### config.mk
export PLATFORM = sky130hd
export DESIGN_NAME = apb_master
export DESIGN_NICKNAME = d
export VERILOG_FILES = /design/src/rtl/apb_pkg.sv /design/src/rtl/apb_master.sv
export SDC_FILE = /design/constraint.sdc
export NUM_CORES = 1
export LEC_CHECK = 0
export BUFFER_PORTS_ARGS = -buffer_cell sky130_fd_sc_hd__buf_2
export CORE_AREA = 8 8 100 102
export CTS_BUF_LIST = sky130_fd_sc_hd__clkbuf_2
export DETAILED_ROUTE_END_ITERATION = 8
export DIE_AREA = 0 0 108 110
export PLACE_DENSITY = 0.69
export SYNTH_ARGS = -nofsm -noshare
export SYNTH_HDL_FRONTEND = slang
export SYNTH_SLANG_ARGS = --single-unit
### constraint.sdc
create_clock -name pclk -period 2.4 [get_ports pclk]
set_input_delay 0.48 -clock pclk [delete_from_list [all_inputs] [get_ports pclk]]
set_output_delay 0.48 -clock pclk [all_outputs]
set_load 0.01 [all_outputs]
### src/rtl/apb_pkg.sv
// rtl/apb_pkg.sv - shared APB master state encoding and default bus widths
package apb_pkg;

    localparam int APB_ADDR_W = 5;
    localparam int APB_DATA_W = 32;

    typedef enum logic [1:0] {
        IDLE   = 2'd0,
        SETUP  = 2'd1,
        ACCESS = 2'd2,
        RESP   = 2'd3
    } apb_state_t;

endpackage

### src/rtl/apb_master.sv
// rtl/apb_master.sv - single-outstanding APB master with wait states, slave error and timeout
module apb_master
    import apb_pkg::*;
#(
    parameter int ADDR_W  = APB_ADDR_W,
    parameter int DATA_W  = APB_DATA_W,
    parameter int TIMEOUT = 16
) (
    input  logic              pclk,
    input  logic              reset_n,
    input  logic              cmd_valid,
    output logic              cmd_ready,
    input  logic              cmd_write,
    input  logic [ADDR_W-1:0] cmd_addr,
    input  logic [DATA_W-1:0] cmd_wdata,
    output logic              rsp_valid,
    input  logic              rsp_ready,
    output logic [DATA_W-1:0] rsp_rdata,
    output logic              rsp_err,
    output logic              rsp_timeout,
    output logic              psel,
    output logic              penable,
    output logic              pwrite,
    output logic [ADDR_W-1:0] paddr,
    output logic [DATA_W-1:0] pwdata,
    input  logic [DATA_W-1:0] prdata,
    input  logic              pready,
    input  logic              pslverr
);

    localparam int CNT_W = $clog2(TIMEOUT);
    localparam logic [CNT_W-1:0] CNT_LAST = CNT_W'(TIMEOUT - 1);

    apb_state_t       state;
    apb_state_t       state_next;
    logic [CNT_W-1:0] wait_cnt;
    logic             timeout_hit;

    assign cmd_ready   = (state == IDLE);
    assign timeout_hit = (state == ACCESS) && !pready && (wait_cnt == CNT_LAST);

    always_ff @(posedge pclk or negedge reset_n) begin
        if (!reset_n) begin
            state <= IDLE;
        end else begin
            state <= state_next;
        end
    end

    always_comb begin
        state_next = state;
        case (state)
            IDLE:    if (cmd_valid) state_next = SETUP;
            SETUP:   state_next = ACCESS;
            ACCESS:  if (pready || timeout_hit) state_next = RESP;
            RESP:    if (rsp_ready) state_next = IDLE;
            default: state_next = IDLE;
        endcase
    end

    // Bus and response outputs are flops loaded from the next state so they change on the same edge as state.
    always_ff @(posedge pclk or negedge reset_n) begin
        if (!reset_n) begin
            psel        <= 1'b0;
            penable     <= 1'b0;
            rsp_valid   <= 1'b0;
            pwrite      <= 1'b0;
            paddr       <= '0;
            pwdata      <= '0;
            rsp_rdata   <= '0;
            rsp_err     <= 1'b0;
            rsp_timeout <= 1'b0;
            wait_cnt    <= '0;
        end else begin
            psel      <= (state_next == SETUP) || (state_next == ACCESS);
            penable   <= (state_next == ACCESS);
            rsp_valid <= (state_next == RESP);

            if (state == IDLE && cmd_valid) begin
                pwrite   <= cmd_write;
                paddr    <= cmd_addr;
                pwdata   <= cmd_wdata;
                wait_cnt <= '0;
            end else if (state == ACCESS && !pready && wait_cnt != CNT_LAST) begin
                wait_cnt <= wait_cnt + 1'b1;
            end

            if (state == ACCESS) begin
                if (pready) begin
                    rsp_rdata   <= pwrite ? '0 : prdata;
                    rsp_err     <= pslverr;
                    rsp_timeout <= 1'b0;
                end else if (timeout_hit) begin
                    rsp_rdata   <= '0;
                    rsp_err     <= 1'b1;
                    rsp_timeout <= 1'b1;
                end
            end
        end
    end

endmodule

==> flow_summary.ini <==
[routing]
top_layer = met4
post-route-drc-count = 0
met2_length_um = 4020
detailedRoute.firstIterationViolations = 106
drt-pass1-iter-count = 6
detail_route.wl_per_cell_um = 15.1
detail_route.vias_per_cell = 4.82
route.vias.total = 2575
wl_met3_um = 818
m1WireLength_um = 3140
detail-route-antenna-nets = 0
wl_um = 8070

[power_and_ir_drop]
power_density_nw_per_um2 = 1230
power.leakage_uw = 0.00213
vdd_drop_max_mv = 0.571

[critical_path]
critical_path_class = reg2out
timing.critical_path.fanout_max = 6
slowest_delay_ns = 0.50
required_ns = 1.92
critical_path.slowest_cell = sky130_fd_sc_hd__dfrtp_1
arrival_ns = 1.33
crit_path_end_kind = output port
critPathLaunchType = register
critical_path.cell_chain = nor2_1 > buf_2

[global_route]
track_usage_pct = 13.5
grt_pass1_wl_um = 12800
grt_antenna_before_repair = 0
grt_pass1_vias = 2728
overflow = 0
grt_max_degree = 42

[clock_tree]
cts.htree.levels = 3
clk-insertion-delay-late_ns = 0.52
cts_repair_resize_count = 0
cts.path.max_buffers = 2
cts_root_buffer = sky130_fd_sc_hd__clkbuf_2
cts-hold-fix-buffers = 1
clock_sink_count = 81
cts_post_setup_buffers_inserted = 0
cts_inserted_buffers = 9
cts.reportedPaths.clkPinSlew_ns = 0.22
cts_tree = done

[sta]
timing_max_transition_violations_final = 0
max_freq_mhz = 552
finClkSkew_ns = 0.0345
hold-worst-slack_ns = 0.154
rsz_0062_raised_after_global_routing = false
worst_slew_pin_slew_ns = 0.526
timing.final.setup_violations = 0
fin_tns_setup_ns = 0
period_share_pct = 75.5
fin_crit_ns = 1.81
final_hold_viol_count = 0
timing.max_slew.rel_slack_pct = 64.9

[final_layout]
layout.cells.non_filler = 534
drive_gt1_share_pct = 51.4
flow.area_growth_from_synthesis_pct = 30.0
finalNetCount = 500
antenna_cells = 0
multi_input_area_um2 = 1130
seqCellArea_um2 = 2030
layout.core_utilization_pct = 50.2
fillers = 803

[synth]
ys_dominant_reg_cell = sky130_fd_sc_hd__dfrtp_1
yosysSeqAreaShare_pct = 62.0
yosys.cell_types.count = 28
synth_fp_nets = 348
synth-warning-count = 0
syn-instance-count = 269
syn-mean-instance-area_um2 = 12.2
synth-edff-count = 0
synth-async-reset-ratio_pct = 100
synthesis.area_um2 = 3270
synth.ff_latch_count = 81

[floorplanning]
floorplan.die.width_um = 108
placeable_area_um2 = 8470
die_y_um = 110
pin_count = 152
fp.dieArea_um2 = 11900
initial_core_util_pct = 38.6
std_cell_rows = 34

[placed_design]
gp_routability_congestion = 0.753
dpl.cell_count = 517
place.detailed.hpwl_um = 5950
placement.io_buffers = 151

[min_path]
worst_hold_path_type = in2reg

[outcome]
run_status = completed

[run]
cap_violations = 0
worst max-delay path: cells and delay by family (launching register included):
family	cells	cell delay [ns]
and+or+nand+nor	1	0.17
DFF	1	0.50
buffers and inverters	1	0.15
through the flow:
stage	total power (µW)	setup slack (ns)	cell area, µm²
final	5230	0.589	4250
after global routing	5650	0.454	4250
after CTS	5330	0.524	4250
after detailed placement	4630	0.639	4130
after global placement	4550	0.711	4130
after floorplan	3640	0.674	3270
layer usage:
metal | global-route usage (%) | up-vias
li1 | - | 1234
met1 | 14.6 | 1231
met2 | 23.3 | 100
met3 | 5.52 | 10
met4 | 5.35 | 0
met5 | 0 | -
layout make-up:
cell class | count | area share (%)
clock inverter | 5 | 1.33
inverter | 1 | 0.0883
clock buffer | 11 | 1.30
sequential | 81 | 47.7
timing repair buffer | 159 | 19.9
tap | 108 | 3.18
multi-input combinational | 169 | 26.5
registers in the layout, indices dropped and copies added (netlist names):
name and cells:
wait_cnt 4, rsp_err 1, rsp_timeout 1, pwdata 32, rsp_rdata 32, rsp_valid 1
state 2, pwrite 1, psel 1, paddr 5, penable 1
power breakdown:
part	total (µW)	internal, µW	switching (µW)
Combinational	2190	1020	1170
Clock	702	244	458
Sequential	2340	2010	336
cells in the mapped netlist, types with 3 or more instances:
library cell               instances  share of area [%]
sky130_fd_sc_hd__dfrtp_1          81                 62
sky130_fd_sc_hd__buf_2             4               0.61
sky130_fd_sc_hd__nand2_1          35                4.0
sky130_fd_sc_hd__nand3_1           3               0.46
sky130_fd_sc_hd__o21ai_0          57                8.7
sky130_fd_sc_hd__clkbuf_1          5               0.57
sky130_fd_sc_hd__o21ai_1           9                1.4
sky130_fd_sc_hd__buf_6             5                1.7
sky130_fd_sc_hd__nor2_1            4               0.46
sky130_fd_sc_hd__ha_1              3                1.1
sky130_fd_sc_hd__nand2b_1          3               0.57
sky130_fd_sc_hd__mux2_2           38                 13
sky130_fd_sc_hd__clkbuf_2          4               0.61
placed cells by master, fill, tap and decap left out, drive strengths merged:
cell | Yosys | layout
clkbuf | 9 | 11
nand2 | 35 | 35
nor3 | 2 | 2
inv | 1 | 1
nor2b | 1 | 1
and3 | 1 | 1
dlygate4sd3 | 0 | 1
nand2b | 3 | 3
a41oi | 1 | 1
mux2i | 2 | 2
or3 | 2 | 2
nor2 | 4 | 4
clkinvlp | 0 | 3
a31o | 1 | 1
nor3b | 1 | 1
a21oi | 3 | 3
bufinv | 0 | 1
o22a | 1 | 1
dfrtp | 81 | 81
o21ai | 66 | 66
buf | 9 | 158
a31oi | 1 | 1
mux2 | 38 | 38
and2b | 1 | 1
ha | 3 | 3
clkinv | 0 | 1
nand3 | 3 | 3
kinds of logic (layout without fill, tap and decap cells):
group	count (synthesis)	after routing	share of synthesized area [%]
AOI/OAI and AO/OA	73	73	11.9
adders and majority gates	3	3	1.15
buffers and inverters	19	176	3.64
DFF	81	81	62.0
muxes	40	40	13.7
and+or+nand+nor	53	53	7.65
path summary, 6_finish.rpt:
check	endpoint	startpoint	slack, ns	cells past startpoint
min	rsp_rdata[4]	prdata[4]	0.15	3
max reg2reg	rsp_rdata[29]	wait_cnt[0]	0.65	5
max	cmd_ready	state[1]	0.59	2
min in group asynchronous	pwdata[29]	reset_n	0.43	2
min reg2reg	pwdata[22]	pwdata[22]	0.53	1
max in group asynchronous	rsp_rdata[8]	reset_n	1.33	3
Power figures use the tool's default switching activity.
